File: src/rtl/mandel_iter_ctrl.sv
// Iteration sequencer for one Mandelbrot point: z(n+1) = z(n)^2 + c from z(0)=0, with escape
// test |z|^2 > 4.0 and an iteration limit; drives external squaring and adder units (IEEE754 doubles).
module mandel_iter_ctrl #(
  parameter int ITER_W = 16
) (
  input  logic              clk,
  input  logic              reset,
  input  logic              start,
  input  logic [63:0]       c_re,
  input  logic [63:0]       c_im,
  input  logic [ITER_W-1:0] max_iter,
  output logic              busy,
  output logic              done,
  input  logic              ack,
  output logic              escaped,
  output logic [ITER_W-1:0] iter_count,
  output logic [63:0]       z_re,
  output logic [63:0]       z_im,
  output logic              sq_start,
  output logic              sq_ack,
  output logic [63:0]       sq_re,
  output logic [63:0]       sq_im,
  input  logic              sq_done,
  input  logic [63:0]       sq_re2,
  input  logic [63:0]       sq_im2,
  input  logic [63:0]       sq_reim,
  output logic              add_start,
  output logic              add_ack,
  output logic [63:0]       add_re_a,
  output logic [63:0]       add_re_b,
  output logic [63:0]       add_im_a,
  output logic [63:0]       add_im_b,
  input  logic              add_done,
  input  logic [63:0]       add_re_z,
  input  logic [63:0]       add_im_z
);

  // Unit handshake: xx_start = in_state && !xx_done; xx_ack = in_state && xx_done.
  // Results are captured on the done cycle and the state is left on that same edge.
  typedef enum logic [2:0] {
    S_IDLE  = 3'd0,
    S_SQ    = 3'd1,
    S_ADD1  = 3'd2,
    S_CHECK = 3'd3,
    S_ADD2  = 3'd4,
    S_DONE  = 3'd5
  } state_t;

  localparam logic [63:0] MAG_MASK  = 64'h7FFF_FFFF_FFFF_FFFF;
  localparam logic [63:0] FOUR_BITS = 64'h4010_0000_0000_0000;

  state_t              state_q, state_d;
  logic [63:0]         c_re_q, c_re_d, c_im_q, c_im_d;
  logic [ITER_W-1:0]   max_q, max_d;
  logic [ITER_W-1:0]   n_q, n_d, n_inc;
  logic                esc_q, esc_d;
  logic [63:0]         z_re_q, z_re_d, z_im_q, z_im_d;
  logic [63:0]         re2_q, re2_d, im2_q, im2_d, reim_q, reim_d;
  logic [63:0]         t_re_q, t_re_d, mag_q, mag_d;

  // Exact doubling of a double: exponent bump, denormal shift, or overflow to signed infinity.
  function automatic logic [63:0] dbl(input logic [63:0] x);
    logic [10:0] e;
    e = x[62:52];
    if (e == 11'd0)
      dbl = {x[63], x[61:0], 1'b0};
    else if (e == 11'h7FF)
      dbl = x;
    else if (e == 11'h7FE)
      dbl = {x[63], 11'h7FF, 52'd0};
    else
      dbl = {x[63], e + 11'd1, x[51:0]};
  endfunction

  assign n_inc = n_q + ITER_W'(1);

  always_comb begin
    state_d = state_q;
    c_re_d  = c_re_q;
    c_im_d  = c_im_q;
    max_d   = max_q;
    n_d     = n_q;
    esc_d   = esc_q;
    z_re_d  = z_re_q;
    z_im_d  = z_im_q;
    re2_d   = re2_q;
    im2_d   = im2_q;
    reim_d  = reim_q;
    t_re_d  = t_re_q;
    mag_d   = mag_q;
    case (state_q)
      S_IDLE: begin
        if (start) begin
          c_re_d  = c_re;
          c_im_d  = c_im;
          max_d   = max_iter;
          n_d     = '0;
          esc_d   = 1'b0;
          z_re_d  = '0;
          z_im_d  = '0;
          state_d = (max_iter == '0) ? S_DONE : S_SQ;
        end
      end
      S_SQ: begin
        if (sq_done) begin
          re2_d   = sq_re2;
          im2_d   = sq_im2;
          reim_d  = sq_reim;
          state_d = S_ADD1;
        end
      end
      S_ADD1: begin
        if (add_done) begin
          t_re_d  = add_re_z;
          mag_d   = add_im_z;
          state_d = S_CHECK;
        end
      end
      S_CHECK: begin
        // Unsigned compare of the magnitude bits; any NaN pattern sorts above 4.0.
        if ((mag_q & MAG_MASK) > FOUR_BITS) begin
          esc_d   = 1'b1;
          state_d = S_DONE;
        end else begin
          state_d = S_ADD2;
        end
      end
      S_ADD2: begin
        if (add_done) begin
          z_re_d  = add_re_z;
          z_im_d  = add_im_z;
          n_d     = n_inc;
          state_d = (n_inc == max_q) ? S_DONE : S_SQ;
        end
      end
      S_DONE: begin
        if (ack) state_d = S_IDLE;
      end
      default: state_d = S_IDLE;
    endcase
  end

  always_ff @(posedge clk) begin
    if (reset) begin
      state_q <= S_IDLE;
      c_re_q  <= '0;
      c_im_q  <= '0;
      max_q   <= '0;
      n_q     <= '0;
      esc_q   <= 1'b0;
      z_re_q  <= '0;
      z_im_q  <= '0;
      re2_q   <= '0;
      im2_q   <= '0;
      reim_q  <= '0;
      t_re_q  <= '0;
      mag_q   <= '0;
    end else begin
      state_q <= state_d;
      c_re_q  <= c_re_d;
      c_im_q  <= c_im_d;
      max_q   <= max_d;
      n_q     <= n_d;
      esc_q   <= esc_d;
      z_re_q  <= z_re_d;
      z_im_q  <= z_im_d;
      re2_q   <= re2_d;
      im2_q   <= im2_d;
      reim_q  <= reim_d;
      t_re_q  <= t_re_d;
      mag_q   <= mag_d;
    end
  end

  assign busy       = (state_q != S_IDLE);
  assign done       = (state_q == S_DONE);
  assign escaped    = esc_q;
  assign iter_count = n_q;
  assign z_re       = z_re_q;
  assign z_im       = z_im_q;

  assign sq_start  = (state_q == S_SQ) && !sq_done;
  assign sq_ack    = (state_q == S_SQ) && sq_done;
  assign sq_re     = z_re_q;
  assign sq_im     = z_im_q;

  assign add_start = ((state_q == S_ADD1) || (state_q == S_ADD2)) && !add_done;
  assign add_ack   = ((state_q == S_ADD1) || (state_q == S_ADD2)) && add_done;

  // ADD1 forms Re z^2 = re2 - im2 and |z|^2 = re2 + im2; ADD2 adds c.
  always_comb begin
    add_re_a = '0;
    add_re_b = '0;
    add_im_a = '0;
    add_im_b = '0;
    if (state_q == S_ADD1) begin
      add_re_a = re2_q;
      add_re_b = {~im2_q[63], im2_q[62:0]};
      add_im_a = re2_q;
      add_im_b = im2_q;
    end else if (state_q == S_ADD2) begin
      add_re_a = t_re_q;
      add_re_b = c_re_q;
      add_im_a = dbl(reim_q);
      add_im_b = c_im_q;
    end
  end

endmodule

File: config.mk
export PLATFORM = sky130hd
export DESIGN_NAME = mandel_iter_ctrl
export DESIGN_NICKNAME = d
export VERILOG_FILES = /design/src/rtl/mandel_iter_ctrl.sv
export SDC_FILE = /design/constraint.sdc
export NUM_CORES = 1
export LEC_CHECK = 0
export CORE_AREA = 3 3 389 391
export DETAILED_ROUTE_END_ITERATION = 7
export DIE_AREA = 0 0 392 394
export PLACE_DENSITY = 0.4
export SKIP_LAST_GASP = 1
export SYNTH_ARGS = -nofsm -noshare
export SYNTH_HDL_FRONTEND = slang
export SYNTH_SLANG_ARGS = --single-unit
File: constraint.sdc
create_clock -name clk -period 3.1 [get_ports clk]
set_input_delay 0.31 -clock clk [delete_from_list [all_inputs] [get_ports clk]]
set_output_delay 0.31 -clock clk [all_outputs]
set_load 0.02 [all_outputs]
==> impl_metrics.toml, run 1 <==
[floorplan]
die_x_um = 392
io_pins = 1005
core_area_um2 = 147800
die_area_um2 = 154400
die_h_um = 394
num_rows = 141
start_util_pct = 17.60

[power]
p_clk_share_pct = 48.0
power.density_nw_per_um2 = 519.1
power_mw = 21.01
p_sw_mw = 5.782
peakVddDrop_v = 0.0003486
p_sw_share_pct = 27.52
p_leak_nw = 15.59
power_frac_comb_pct = 12.0
p_int_mw = 15.23
seqPwrFrac_pct = 40.0

[sta]
clock_skew_ns = 0.03159
max_freq_ghz = 0.3279
post-route-period-util_pct = 98.37
finalCriticalPeriod_ns = 3.050
setup_ws_ns = 0.05041
setup-tns-final_ns = 0
final-hold-violation-count = 0
slew_headroom_pct = 25.46
setup_viol = 0
hold_ws_ns = 0.1063
worst_pin_slew_ns = 1.118
rsz0062_at_grt = "yes"
drv_slew = 0

[setup_path]
max_stage_delay_ns = 0.62
worst_setup_path_start_kind = "flop"
crit_type = "flop to output port"
crit_fanout = 23
cpMostUsedCell = "nand2_1"
crit_chain = "nand2b_2 > nor2_4 > buf_12 > nand2_1 > nand2_1 > clkdlybuf4s50_1"
cpMaxStageDelayCell = "clkdlybuf4s50_1"
arrival_ns = 2.74
required_ns = 2.79
crit_path_end_kind = "output port"
critPathBufInv = 2
critPathTopFamily = "buffers and inverters"

[routing]
postRouteAntennaNets = 0
drtIter0Drc = 1658
routed_wl_um = 153900
drc = 0
via_per_inst = 4.364
routedWlPerCell_um = 24.79
drt_pass1_iterations = 5
via_count = 27090

[global_routing]
grt_max_degree = 146
grtUsageTotal_pct = 18.80
grt_antenna_before_repair = 37
grt_pass1_vias = 26760
grt_first_pass_wirelength_um = 210100
grt_overflow_total = 0

[synthesis]
syn_inst = 3406
synth_area_leaders = "dfxtp_1 47%, nand2_1 16%, a21oi_1 10%"
synth_common_cells = "1,107 x nand2_1, 611 x dfxtp_1, 544 x a21oi_1"
synth.most_common_cell = "nand2_1"
synth-edff-count = 0
synth_top_area_cell = "dfxtp_1"
syn_area_per_cell_um2 = 7.640
synth-seq-area-share_pct = 47.01
ys_seq_elements = 611
syn_area_um2 = 26020
synth_top_area_share_pct = 47.01
ys_async_sr_fraction_pct = 0
yosys_warnings = 0
syn_nets = 3880
ys_types = 62
synth_top_flop_cell = "dfxtp_1"

[place]
preCtsSetupSlack_ns = 0.1822
placedCellCount = 6004
portBuffers = 1004
dp_hpwl_um = 112100
place.gp.congestion = 0.8593
place_area_um2 = 37480

[cells_and_area]
seqCellArea_um2 = 12250
final_cells = 6207
layout-drive-gt1-share_pct = 9.347
syn_to_final_growth_pct = 55.56
multi_input_comb_area_um2 = 11760
fin_nets = 4662
post-route-util_pct = 27.38
fill_cells = 16170
final_cell_area_um2 = 40480

[clock_tree]
htree_levels = 3
cts_tree = "built"
cts_made_buffers = 84
cts.sinks = 611
root_buffer = "clkbuf_16"
clkTransAtPathRegs_ns = 0.05
cts_hold_buf = 0
insertion_delay_ns = 0.69
cts_buffer_depth = 3

[status]
run_status = "finished clean"

[worst_hold_path]
min_path_type = "input port to flop"

[job]
drv_cap = 0
==> timing repair <==
action / CTS / global route
setup buffers: 11 / 10
gates resized for setup: 304 / 169
pin swaps: 3 / 3
setup endpoints to repair: 237 / 117
gates cloned: 5 / 3
==> path summary, 6_finish.rpt <==
kind	startpoint	end	slack, ns	depth (start not counted)
worst max register to register	state_q[0]	sq_re[9]	0.53	8
worst min register to register	c_re_q[2]	c_re_q[2]	0.45	2
worst max-delay path	state_q[0]	add_re_a[25]	0.05	6
worst min-delay path	reset	sq_im[21]	0.11	2
==> metal layers <==
layer	vias up	wire length [µm]	global-route usage, %
met3	198	11710	6.013
met1	13060	63730	22.56
met5	-	163	0
li1	13000	-	-
met2	807	74540	32.15
met4	24	3762	4.957
==> power by group through the flow <==
stage	logic, mW	registers (mW)	clock network (mW)
final	2.52	8.41	10.1
after global placement	2.44	8.58	0
after CTS	2.48	8.41	10.4
after global routing	2.74	8.44	10.7
after floorplan	1.11	8.47	0
after detailed placement	2.45	8.58	0
==> cells in the final DEF, fill, tap and decap left out, types with 10 or more instances in the layout <==
cell and instances:
dlygate4sd2_1 111, nand3_1 11, nor2_1 163, buf_12 49
clkinv_2 14, o21ai_0 25, a22oi_1 132, dfxtp_1 601
dlymetal6s2s_1 26, nand4_1 10, o21ai_1 53, buf_4 67
nor4_1 23, a22o_1 138, buf_2 15, nor3_1 11
xnor2_1 20, clkbuf_2 66, clkbuf_1 22, clkbuf_16 89
clkdlybuf4s50_1 746, clkbuf_8 18, a21oi_1 542, diode_2 19
nand2_1 1103, and3_1 59
==> cells by family after synthesis <==
logic type	synth area share (%)
AO/OA/AOI/OAI	21.36
buffers and inverters	8.314
XOR/XNOR	0.9425
adder cells (fa/ha/maj)	0.1923
flip-flops	47.01
AND/OR/NAND/NOR	22.15
multiplexers	0.03847
==> area by class of cell <==
cell class	count	share of cell area (%)
sequential	611	30.27
multi-input combinational	2377	29.06
timing repair buffer	1104	27.43
clock buffer	126	6.133
tap	1930	5.966
clock inverter	30	0.9057
inverter	10	0.1175
antenna	19	0.1175
==> state kept, by name, indices dropped and copies added (netlist names), 16 cells and up <==
register / cells
max_q: 16
sq_re: 64
mag_q: 63
c_re_q: 64
iter_count: 16
reim_q: 64
c_im_q: 64
t_re_q: 64
re2_q: 64
sq_im: 64
im2_q: 64
==> worst register-to-register path: cells and delay by family (launching register included) <==
family	cells	cell delay (ns)
simple gates	4	1.07
buf+inv	3	0.73
flops	1	0.52
compound gates	1	0.20
Power figures use the tool's default switching activity.
==> inputs of run 2 (changes only) <==
--- a/config.mk
+++ b/config.mk
@@ -5,9 +5,10 @@
 export SDC_FILE = /design/constraint.sdc
 export NUM_CORES = 1
 export LEC_CHECK = 0
-export CORE_AREA = 3 3 389 391
+export CORE_AREA = 2 2 388 390
+export CTS_CLUSTER_DIAMETER = 100
 export DETAILED_ROUTE_END_ITERATION = 7
-export DIE_AREA = 0 0 392 394
+export DIE_AREA = 0 0 390 392
 export PLACE_DENSITY = 0.4
 export SKIP_LAST_GASP = 1
 export SYNTH_ARGS = -nofsm -noshare
==> run 2 against run 1 <==
Against the previous run: via count is 0.29% lower; routed wire length down 1.6%; cell area increased by 0.70%; combinational power is 4% higher; hold slack better by 0.0074 ns; first-iteration DRC count shrank 9.2%; global-route usage is 0.093 points lower; utilization hardly changed; sequential share of layout area shrank 0.20 points; clock power decreased by 6%; worst setup slack improved by 0.019 ns.
==> impl_metrics.toml, run 2 (synthesis results as in run 1) <==
[setup_path]
crit_fanout = 7
required_ns = 2.79
crit_path_end_kind = "output port"
rr_startpoint = "state_q[0]"
worst_setup_path_start_kind = "flop"
crit_type = "flop to output port"
reg2reg_slack_ns = 0.47
startpoint = "reim_q[59]"
arrival_ns = 2.72

[floorplan]
start_util_pct = 17.48
num_rows = 142
die_area_um2 = 152900
core_area_um2 = 148900
die_h_um = 392
io_pins = 1005
die_x_um = 390

[sta]
setup_viol = 0
finalCriticalPeriod_ns = 3.030
max_freq_ghz = 0.3300
drv_slew = 0
slew_headroom_pct = 26.45
rsz0062_at_grt = "yes"
setup-tns-final_ns = 0
post-route-period-util_pct = 97.75
clock_skew_ns = 0.03508
final-hold-violation-count = 0
worst_pin_slew_ns = 1.103

[routing]
dr.max_layer_used = "met5"
routed_wl_um = 151400
drt_pass1_iterations = 5
drc = 0
drtIter0Drc = 1506
met1Wirelength_um = 63960
via_per_inst = 4.341
routedWlPerCell_um = 24.33
dr_wl_met2_um = 72980
via_count = 27010
wl_met3_um = 11020
postRouteAntennaNets = 0

[global_routing]
grt_pass1_vias = 26390
grt_overflow_total = 0
grt_antenna_before_repair = 24
grt_max_degree = 144
grt_first_pass_wirelength_um = 206300
grtUsageTotal_pct = 18.71

[cells_and_area]
post-route-util_pct = 27.38
fin_nets = 4684
layout_common_cells = "1,103 x nand2_1, 745 x clkdlybuf4s50_1, 601 x dfxtp_1, 537 x a21oi_1, 175 x dlygate4sd2_1"
final_common_cell = "nand2_1"
syn_to_final_growth_pct = 56.65
fill_cells = 16320
layout-drive-gt1-share_pct = 8.923

[worst_hold_path]
min_from = "reset"
min_path_type = "input port to flop"

[clock_tree]
root_buffer = "clkbuf_16"
cts_made_buffers = 82
cts_buffer_depth = 3
cts_tree = "built"
htree_levels = 3
clkTransAtPathRegs_ns = 0.06
cts.sinks = 611
insertion_delay_ns = 0.67

[power]
power_mw = 20.57
p_leak_nw = 15.49
power.density_nw_per_um2 = 504.6
peakVddDrop_v = 0.0003874

[job]
drv_cap = 0

[place]
place.gp.congestion = 0.8369
portBuffers = 1004
dp_hpwl_um = 109300

[status]
run_status = "finished clean"
## run 2: changes by cell type in the layout (fill, tap and decap cells not counted), moves of 4 or more
| cell | before | now |
|---|---|---|
| o21ai_2 | 0 | 5 |
| clkbuf_2 | 66 | 6 |
| buf_2 | 15 | 31 |
| diode_2 | 19 | 9 |
| buf_16 | 2 | 10 |
| dlymetal6s2s_1 | 26 | 1 |
| clkbuf_8 | 18 | 9 |
| clkbuf_1 | 22 | 28 |
| and3_1 | 59 | 55 |
| a21oi_1 | 542 | 537 |
| buf_4 | 67 | 84 |
| dlygate4sd2_1 | 111 | 175 |
| clkinv_2 | 14 | 9 |
## run 2: stage by stage
| step | area, µm² | cells | worst slack, ns | hold WS (ns) |
|---|---|---|---|---|
| 2_1_floorplan | 26020 | 3406 | 0.8901 | 0.4308 |
| 3_3_place_gp | 37690 | 6032 | 0.2117 | 0.4411 |
| 3_5_place_dp | 37690 | 6032 | 0.1770 | 0.4460 |
| 4_1_cts | 40670 | 6206 | -0.1501 | 0.09271 |
| 5_1_grt | 40750 | 6219 | -0.04029 | 0.1091 |
| 6_report | 40760 | 6223 | 0.06978 | 0.1137 |
## run 2: layout make-up
| type | instances | area [µm²] | area share (%) |
|---|---|---|---|
| Tap cell | 1944 | 2432 | 5.967 |
| Antenna cell | 9 | 22.52 | 0.05525 |
| Multi-Input combinational cell | 2377 | 11840 | 29.05 |
| Sequential cell | 611 | 12260 | 30.07 |
| Inverter | 10 | 47.55 | 0.1166 |
| Clock inverter | 23 | 302.8 | 0.7428 |
| Timing Repair Buffer | 1128 | 11530 | 28.28 |
| Clock buffer | 121 | 2331 | 5.719 |
## run 2: path summary, 6_finish.rpt
kind                     to  cells past startpoint
max             add_im_a[6]                      9
min               re2_q[18]                      2
max reg2reg  iter_count[10]                      8
min reg2reg      c_im_q[59]                      2
## run 2: worst max-delay path, cell delays in order, from the launching register on
cell and delay (ns):
dfxtp_4 0.35, and3_4 0.19, nand3_2 0.09, or3_4 0.49, buf_8 0.18, buf_16 0.16, and3_1 0.18, a21oi_1 0.14
o21ai_1 0.09, buf_2 0.17
## run 2: report_power, final
group          leakage (nW)  total (mW)  internal [mW]  switching (mW)
combinational          9.24        2.63           1.13            1.50
sequential             4.96        8.40           8.16           0.239
clock                  1.29        9.53           5.64            3.90
total                  15.5        20.6           14.9            5.63
## run 2: routing by layer
| layer | vias up | global-route usage (%) |
|---|---|---|
| li1 | 12990 | - |
| met1 | 13040 | 22.89 |
| met2 | 778 | 31.60 |
| met3 | 169 | 5.918 |
| met4 | 28 | 4.746 |
| met5 | - | 0 |
## run 2: what timing repair did
item                                    in CTS  in global routing
endpoints found under the setup margin     241                 65
buffers inserted                            19                  5
hold endpoints to repair                     0                  0
hold buffers                                 0                  0
resized for setup                          389                 43
pin swaps                                    8                  3
cloned                                      11                  3
